===== src/rtl/rx_ts_os_detector.sv =====
// Receive-side TS1/TS2 ordered-set parser for one 8b/10b lane.
// Frames 16-symbol sets, reports their fields and counts consecutive identical sets.
module rx_ts_os_detector #(
  parameter int CONSEC_THRESH = 8,
  parameter int CNT_W         = 4
) (
  input  logic             clk_i,
  input  logic             rst_i,
  input  logic             clear_i,
  input  logic             sym_valid_i,
  input  logic [7:0]       sym_data_i,
  input  logic             sym_k_i,
  output logic             ts_valid_o,
  output logic             ts_type_o,
  output logic [7:0]       link_num_o,
  output logic             link_pad_o,
  output logic [4:0]       lane_num_o,
  output logic             lane_pad_o,
  output logic [7:0]       n_fts_o,
  output logic [7:0]       rate_id_o,
  output logic [7:0]       train_ctl_o,
  output logic [CNT_W-1:0] consec_cnt_o,
  output logic             ts1_consec_o,
  output logic             ts2_consec_o,
  output logic             polarity_inv_o,
  output logic             frame_err_o
);

  localparam logic [7:0] COM_C     = 8'hBC;
  localparam logic [7:0] PAD_C     = 8'hF7;
  localparam logic [7:0] TS1_ID_C  = 8'h4A;
  localparam logic [7:0] TS2_ID_C  = 8'h45;
  localparam logic [7:0] TS1_INV_C = 8'hB5;
  localparam logic [7:0] TS2_INV_C = 8'hBA;

  localparam logic [CNT_W-1:0] CNT_MAX_C = {CNT_W{1'b1}};
  localparam logic [CNT_W-1:0] CNT_ONE_C = {{(CNT_W-1){1'b0}}, 1'b1};
  localparam logic [CNT_W-1:0] THRESH_C  = CNT_W'(CONSEC_THRESH);

  typedef enum logic [1:0] {
    ST_HUNT   = 2'd0,
    ST_FIELDS = 2'd1,
    ST_IDENT  = 2'd2
  } state_e;

  state_e           state_q;
  logic [3:0]       idx_q;
  logic [7:0]       sh_link_q, sh_lane_q, sh_nfts_q, sh_rate_q, sh_train_q, cand_id_q;
  logic             sh_link_pad_q, sh_lane_pad_q;
  logic             ts_valid_q, ts_type_q, link_pad_q, lane_pad_q, pol_q, ferr_q, prev_vld_q;
  logic [7:0]       link_num_q, lane_full_q, n_fts_q, rate_q, train_q;
  logic [CNT_W-1:0] cnt_q, cnt_d;

  logic is_com_s, is_pad_s, is_norm_id_s, is_inv_id_s, id_match_s, sym_ok_s;
  logic type_new_s, cand_inv_s, same_s;

  assign is_com_s     = sym_k_i && (sym_data_i == COM_C);
  assign is_pad_s     = sym_k_i && (sym_data_i == PAD_C);
  assign is_norm_id_s = !sym_k_i && ((sym_data_i == TS1_ID_C) || (sym_data_i == TS2_ID_C));
  assign is_inv_id_s  = !sym_k_i && ((sym_data_i == TS1_INV_C) || (sym_data_i == TS2_INV_C));
  assign id_match_s   = !sym_k_i && (sym_data_i == cand_id_q);
  assign type_new_s   = (cand_id_q == TS2_ID_C);
  assign cand_inv_s   = (cand_id_q == TS1_INV_C) || (cand_id_q == TS2_INV_C);

  // The previous-set reference is simply the held output fields, qualified by prev_vld_q.
  assign same_s = prev_vld_q && (ts_type_q == type_new_s) &&
                  (link_num_q == sh_link_q) && (link_pad_q == sh_link_pad_q) &&
                  (lane_full_q == sh_lane_q) && (lane_pad_q == sh_lane_pad_q) &&
                  (n_fts_q == sh_nfts_q) && (rate_q == sh_rate_q) && (train_q == sh_train_q);

  // Legality of the presented symbol at the current set position.
  always_comb begin
    sym_ok_s = 1'b0;
    case (state_q)
      ST_FIELDS: begin
        if (idx_q <= 4'd2) sym_ok_s = is_pad_s || !sym_k_i;
        else               sym_ok_s = !sym_k_i;
      end
      ST_IDENT: begin
        if (idx_q == 4'd6) sym_ok_s = is_norm_id_s || is_inv_id_s;
        else               sym_ok_s = id_match_s;
      end
      default: sym_ok_s = 1'b0;
    endcase
  end

  // Next consecutive count for a completing normal set.
  always_comb begin
    cnt_d = CNT_ONE_C;
    if (same_s) begin
      if (cnt_q == CNT_MAX_C) cnt_d = cnt_q;
      else                    cnt_d = cnt_q + CNT_ONE_C;
    end else begin
      cnt_d = CNT_ONE_C;
    end
  end

  // Framing FSM, shadow capture, completion and counters.
  always_ff @(posedge clk_i or posedge rst_i) begin
    if (rst_i) begin
      state_q       <= ST_HUNT;
      idx_q         <= 4'd0;
      sh_link_q     <= 8'd0;
      sh_link_pad_q <= 1'b0;
      sh_lane_q     <= 8'd0;
      sh_lane_pad_q <= 1'b0;
      sh_nfts_q     <= 8'd0;
      sh_rate_q     <= 8'd0;
      sh_train_q    <= 8'd0;
      cand_id_q     <= 8'd0;
      ts_valid_q    <= 1'b0;
      ts_type_q     <= 1'b0;
      link_num_q    <= 8'd0;
      link_pad_q    <= 1'b0;
      lane_full_q   <= 8'd0;
      lane_pad_q    <= 1'b0;
      n_fts_q       <= 8'd0;
      rate_q        <= 8'd0;
      train_q       <= 8'd0;
      cnt_q         <= {CNT_W{1'b0}};
      pol_q         <= 1'b0;
      ferr_q        <= 1'b0;
      prev_vld_q    <= 1'b0;
    end else begin
      ts_valid_q <= 1'b0;
      ferr_q     <= 1'b0;
      if (clear_i) begin
        state_q    <= ST_HUNT;
        idx_q      <= 4'd0;
        cnt_q      <= {CNT_W{1'b0}};
        pol_q      <= 1'b0;
        prev_vld_q <= 1'b0;
      end else if (sym_valid_i) begin
        case (state_q)
          ST_HUNT: begin
            if (is_com_s) begin
              state_q <= ST_FIELDS;
              idx_q   <= 4'd1;
            end
          end
          ST_FIELDS, ST_IDENT: begin
            if (is_com_s) begin
              // Resync: the new COM starts a fresh set.
              ferr_q  <= 1'b1;
              cnt_q   <= {CNT_W{1'b0}};
              state_q <= ST_FIELDS;
              idx_q   <= 4'd1;
            end else if (!sym_ok_s) begin
              ferr_q  <= 1'b1;
              cnt_q   <= {CNT_W{1'b0}};
              state_q <= ST_HUNT;
            end else begin
              case (idx_q)
                4'd1:    begin sh_link_q <= sym_data_i; sh_link_pad_q <= sym_k_i; end
                4'd2:    begin sh_lane_q <= sym_data_i; sh_lane_pad_q <= sym_k_i; end
                4'd3:    sh_nfts_q  <= sym_data_i;
                4'd4:    sh_rate_q  <= sym_data_i;
                4'd5:    sh_train_q <= sym_data_i;
                4'd6:    cand_id_q  <= sym_data_i;
                default: ;
              endcase
              if (idx_q == 4'd15) begin
                state_q <= ST_HUNT;
                if (cand_inv_s) begin
                  pol_q <= 1'b1;
                end else begin
                  ts_valid_q  <= 1'b1;
                  ts_type_q   <= type_new_s;
                  link_num_q  <= sh_link_q;
                  link_pad_q  <= sh_link_pad_q;
                  lane_full_q <= sh_lane_q;
                  lane_pad_q  <= sh_lane_pad_q;
                  n_fts_q     <= sh_nfts_q;
                  rate_q      <= sh_rate_q;
                  train_q     <= sh_train_q;
                  cnt_q       <= cnt_d;
                  prev_vld_q  <= 1'b1;
                end
              end else begin
                idx_q <= idx_q + 4'd1;
                if (idx_q == 4'd5) state_q <= ST_IDENT;
              end
            end
          end
          default: state_q <= ST_HUNT;
        endcase
      end
    end
  end

  assign ts_valid_o     = ts_valid_q;
  assign ts_type_o      = ts_type_q;
  assign link_num_o     = link_num_q;
  assign link_pad_o     = link_pad_q;
  assign lane_num_o     = lane_full_q[4:0];
  assign lane_pad_o     = lane_pad_q;
  assign n_fts_o        = n_fts_q;
  assign rate_id_o      = rate_q;
  assign train_ctl_o    = train_q;
  assign consec_cnt_o   = cnt_q;
  assign ts1_consec_o   = (cnt_q >= THRESH_C) && !ts_type_q;
  assign ts2_consec_o   = (cnt_q >= THRESH_C) && ts_type_q;
  assign polarity_inv_o = pol_q;
  assign frame_err_o    = ferr_q;

endmodule


===== config.mk =====
export PLATFORM = sky130hd
export DESIGN_NAME = rx_ts_os_detector
export DESIGN_NICKNAME = d
export VERILOG_FILES = /design/src/rtl/rx_ts_os_detector.sv
export SDC_FILE = /design/constraint.sdc
export NUM_CORES = 1
export LEC_CHECK = 0
export CAP_MARGIN = 20
export CORE_UTILIZATION = 50
export DETAILED_ROUTE_END_ITERATION = 6
export GPL_TIMING_DRIVEN = 0
export PLACE_DENSITY = 0.72
export SYNTH_ARGS = -nofsm -noshare
export SYNTH_HDL_FRONTEND = slang
export SYNTH_SLANG_ARGS = --single-unit

===== constraint.sdc =====
create_clock -name clk_i -period 3.8 [get_ports clk_i]
set_input_delay 0.38 -clock clk_i [delete_from_list [all_inputs] [get_ports clk_i]]
set_output_delay 0.38 -clock clk_i [all_outputs]
set_load 0.005 [all_outputs]

==> results_dict.tcl <==
set metrics [dict create \
    antenna_cells 0 \
    clk_latency_ns 0.38 \
    worstSetupStartpointType "flop" \
    ys.flop_type "dfrtp_1" \
    netlist.area_leader.share_pct 48.7 \
    status "finished clean" \
    synthTopCellsByArea "dfrtp_1, mux2_2, mux2_4" \
    htreeDepth 3 \
    power.density_nw_per_um2 298 \
    grt_pass1_wl_um 18500 \
    holdPathStages 2 \
    start_util_pct 52.4 \
    leakage_nw 3.22 \
    ir_worst_vdd_v 0.000207 \
    clockBufferDepth 2 \
    fill_cells 864 \
    end_kind "flop" \
    grt_max_degree 71 \
    clock-sinks 107 \
    rsz0062_at_grt "no" \
    grt-ovfl-total 0 \
    postSynthCellCount 434 \
    die-height_um 107 \
    root_buffer "clkbuf_8" \
    syn_avg_cell_area_um2 12.7 \
    dr.pass1.iters 5 \
    post_cts_buffers 0 \
    gp_congestion 0.834 \
    fin_crit_ns 2.93 \
    ant_nets 0 \
    ys_warn_count 0 \
    ctsHoldBuffers 0 \
    whs_ns 0.296 \
    worstPathMaxFanout 10 \
    dpl.hpwl_um 8060 \
    finalSetupTns_ns 0 \
    drv_cap 0 \
    slew_viol_final 0 \
    port_buffers 54 \
    syn_nets 457 \
    drc_errors 0 \
    arrival_ns 3.21 \
    via_per_inst 5.55 \
    crit_top_cell "buf_12" \
    cts_resized 0 \
    synth_seq_cells 107 \
    die_area_um2 11400 \
    r2r_cells 12 \
    cp_slowest_cell "dfrtp_1" \
    area_growth_pct 16.8 \
    path_class "reg2reg" \
    hold_viol_final 0 \
    worstMarginPinSlew_ns 1.01 \
    cts.clk_slew.worst_paths_ns 0.10 \
    core_area_um2 10500 \
    rows 37 \
    finalNetCount 523 \
    cts_buffers 9 \
    slew_headroom_pct 32.2 \
    grt_pass1_vias 3571 \
    period_share_pct 77.2 \
    wl_per_cell_um 17.7 \
    ys_seq_area_share_pct 48.7 \
    num_vias 3551 \
    synth.largest_area_cell "dfrtp_1" \
    finalClockSkew_ns 0.0134 \
    drive_above_1_share_pct 25.8 \
    async_flop_share_pct 100 \
    path_cells "inv_1 > ha_1 > and3b_1 > nor4_1 > nand3_1 > nand3_4 > and3_1 > buf_6 > and3_4 > buf_12 > buf_12 > mux2_1" \
    synth_edf_count 0 \
    seqCellArea_um2 2680 \
    routed_wirelength_um 11300 \
    cp_slowest_stage_delay_ns 0.43 \
    worstPathRequired_ns 4.07 \
    track_usage_pct 21.4 \
    cts_tree "built" \
    netlist_area_um2 5500 \
    max_freq_mhz 341 \
    grt_antenna_before_repair 0 \
    setup_viol 0 \
    io_pins 62 \
    synth_cell_type_count 49 \
    hp-class "in2reg" \
    drtIter0Drc 187 \
    multi_input_comb_area_um2 2500 \
    dieWidth_um 107 \
]
==> cell usage in the layout, fill, tap and decap left out, types with 6 or more instances in the layout <==
cell and count:
nor2_1 14, a31oi_1 6, nand2_1 10, xor2_1 43, o21ai_0 8, o22ai_1 7
inv_1 27, dfrtp_1 107, nor4_1 12, clkdlybuf4s50_1 54, mux2i_1 12, mux2_2 54
mux2_4 30, nand4_1 8, buf_4 6, ha_1 10, a21oi_1 7, clkbuf_8 11
nand3_1 8
==> flip-flops by register name (all words and copies together) (netlist names), 2 cells and up <==
| signal | flops |
|---|---|
| link_num_o | 8 |
| sh_train_q | 8 |
| sh_lane_q | 8 |
| sh_rate_q | 8 |
| sh_link_q | 8 |
| cand_id_q | 8 |
| state_q | 2 |
| sh_nfts_q | 8 |
| rate_id_o | 8 |
| lane_full_q | 8 |
| consec_cnt_o | 4 |
| train_ctl_o | 8 |
| idx_q | 4 |
| n_fts_o | 8 |
==> area by class of cell <==
type | instances | share of cell area [%]
multi-input cells | 277 | 38.8
flip-flops and latches | 107 | 41.7
clock buffers | 11 | 2.36
well taps | 136 | 2.65
clock inverters | 4 | 0.526
plain buffers | 22 | 3.47
repair buffers | 55 | 8.84
inverters | 28 | 1.67
==> final timing paths <==
kind,from,end,slack (ns)
worst max-delay path,idx_q[0],train_ctl_o[7],0.87
worst min-delay path,sym_data_i[3],cand_id_q[3],0.30
worst max register to register,idx_q[0],train_ctl_o[7],0.87
worst min register to register,polarity_inv_o,polarity_inv_o,0.52
max in group asynchronous,rst_i,sh_train_q[6],2.72
min in group asynchronous,rst_i,sh_train_q[2],0.38
==> where the power goes <==
part | internal [mW] | switching [mW]
registers | 1.14 | 0.00369
clock network | 0.278 | 0.399
logic | 0.0310 | 0.0639
==> cells in the mapped netlist (7+ instances only) <==
cell / count
mux2i_1: 12
o21ai_0: 8
dfrtp_1: 107
nor4_1: 12
xor2_1: 43
nand3_1: 8
mux2_4: 30
nor2_1: 14
ha_1: 10
nand4_1: 8
inv_1: 28
a21oi_1: 7
nand2_1: 10
mux2_2: 54
o22ai_1: 7
==> logic make-up (layout without fill, tap and decap cells) <==
| group | count (synthesis) | in the layout | synth area share, % |
|---|---|---|---|
| buffers and inverters | 50 | 120 | 5.96 |
| adder cells (fa/ha/maj) | 10 | 10 | 2.27 |
| multiplexers | 97 | 97 | 21.6 |
| XOR/XNOR | 45 | 45 | 7.16 |
| flip-flops | 107 | 107 | 48.7 |
| AND/OR/NAND/NOR | 88 | 88 | 10.1 |
| AO/OA/AOI/OAI | 37 | 37 | 4.25 |
==> critical path: cells and delay by family, from the launching register on <==
kind	cells	cell delay, ns
multiplexers	1	0.32
AND/OR/NAND/NOR	6	1.31
buffers and inverters	4	0.51
flip-flops	1	0.43
adder cells (fa/ha/maj)	1	0.25
==> metal layers <==
layer | vias to the layer above | GRT usage [%] | share of wire (%)
met4 | 0 | 10.1 | 1.8
li1 | 1660 | - | -
met5 | - | 0 | 0
met1 | 1796 | 28.6 | 45
met2 | 82 | 34.6 | 49
met3 | 13 | 2.92 | 3.5
==> through the flow <==
| step | cells | worst slack, ns | instance area (um^2) | utilization [%] | total power [mW] |
|---|---|---|---|---|---|
| final | 640 | 0.866 | 6430 | 61.2 | 1.92 |
| after global routing | 640 | 0.756 | 6430 | 61.2 | 2.00 |
| after CTS | 640 | 0.857 | 6430 | 61.2 | 1.94 |
| after detailed placement | 625 | 0.550 | 6240 | 59.4 | 1.26 |
| after global placement | 624 | -0.879 | 6210 | 59.1 | 1.26 |
| after floorplan | 434 | 0.603 | 5500 | - | 1.23 |
Note: power is estimated with default switching activity, not from simulation.
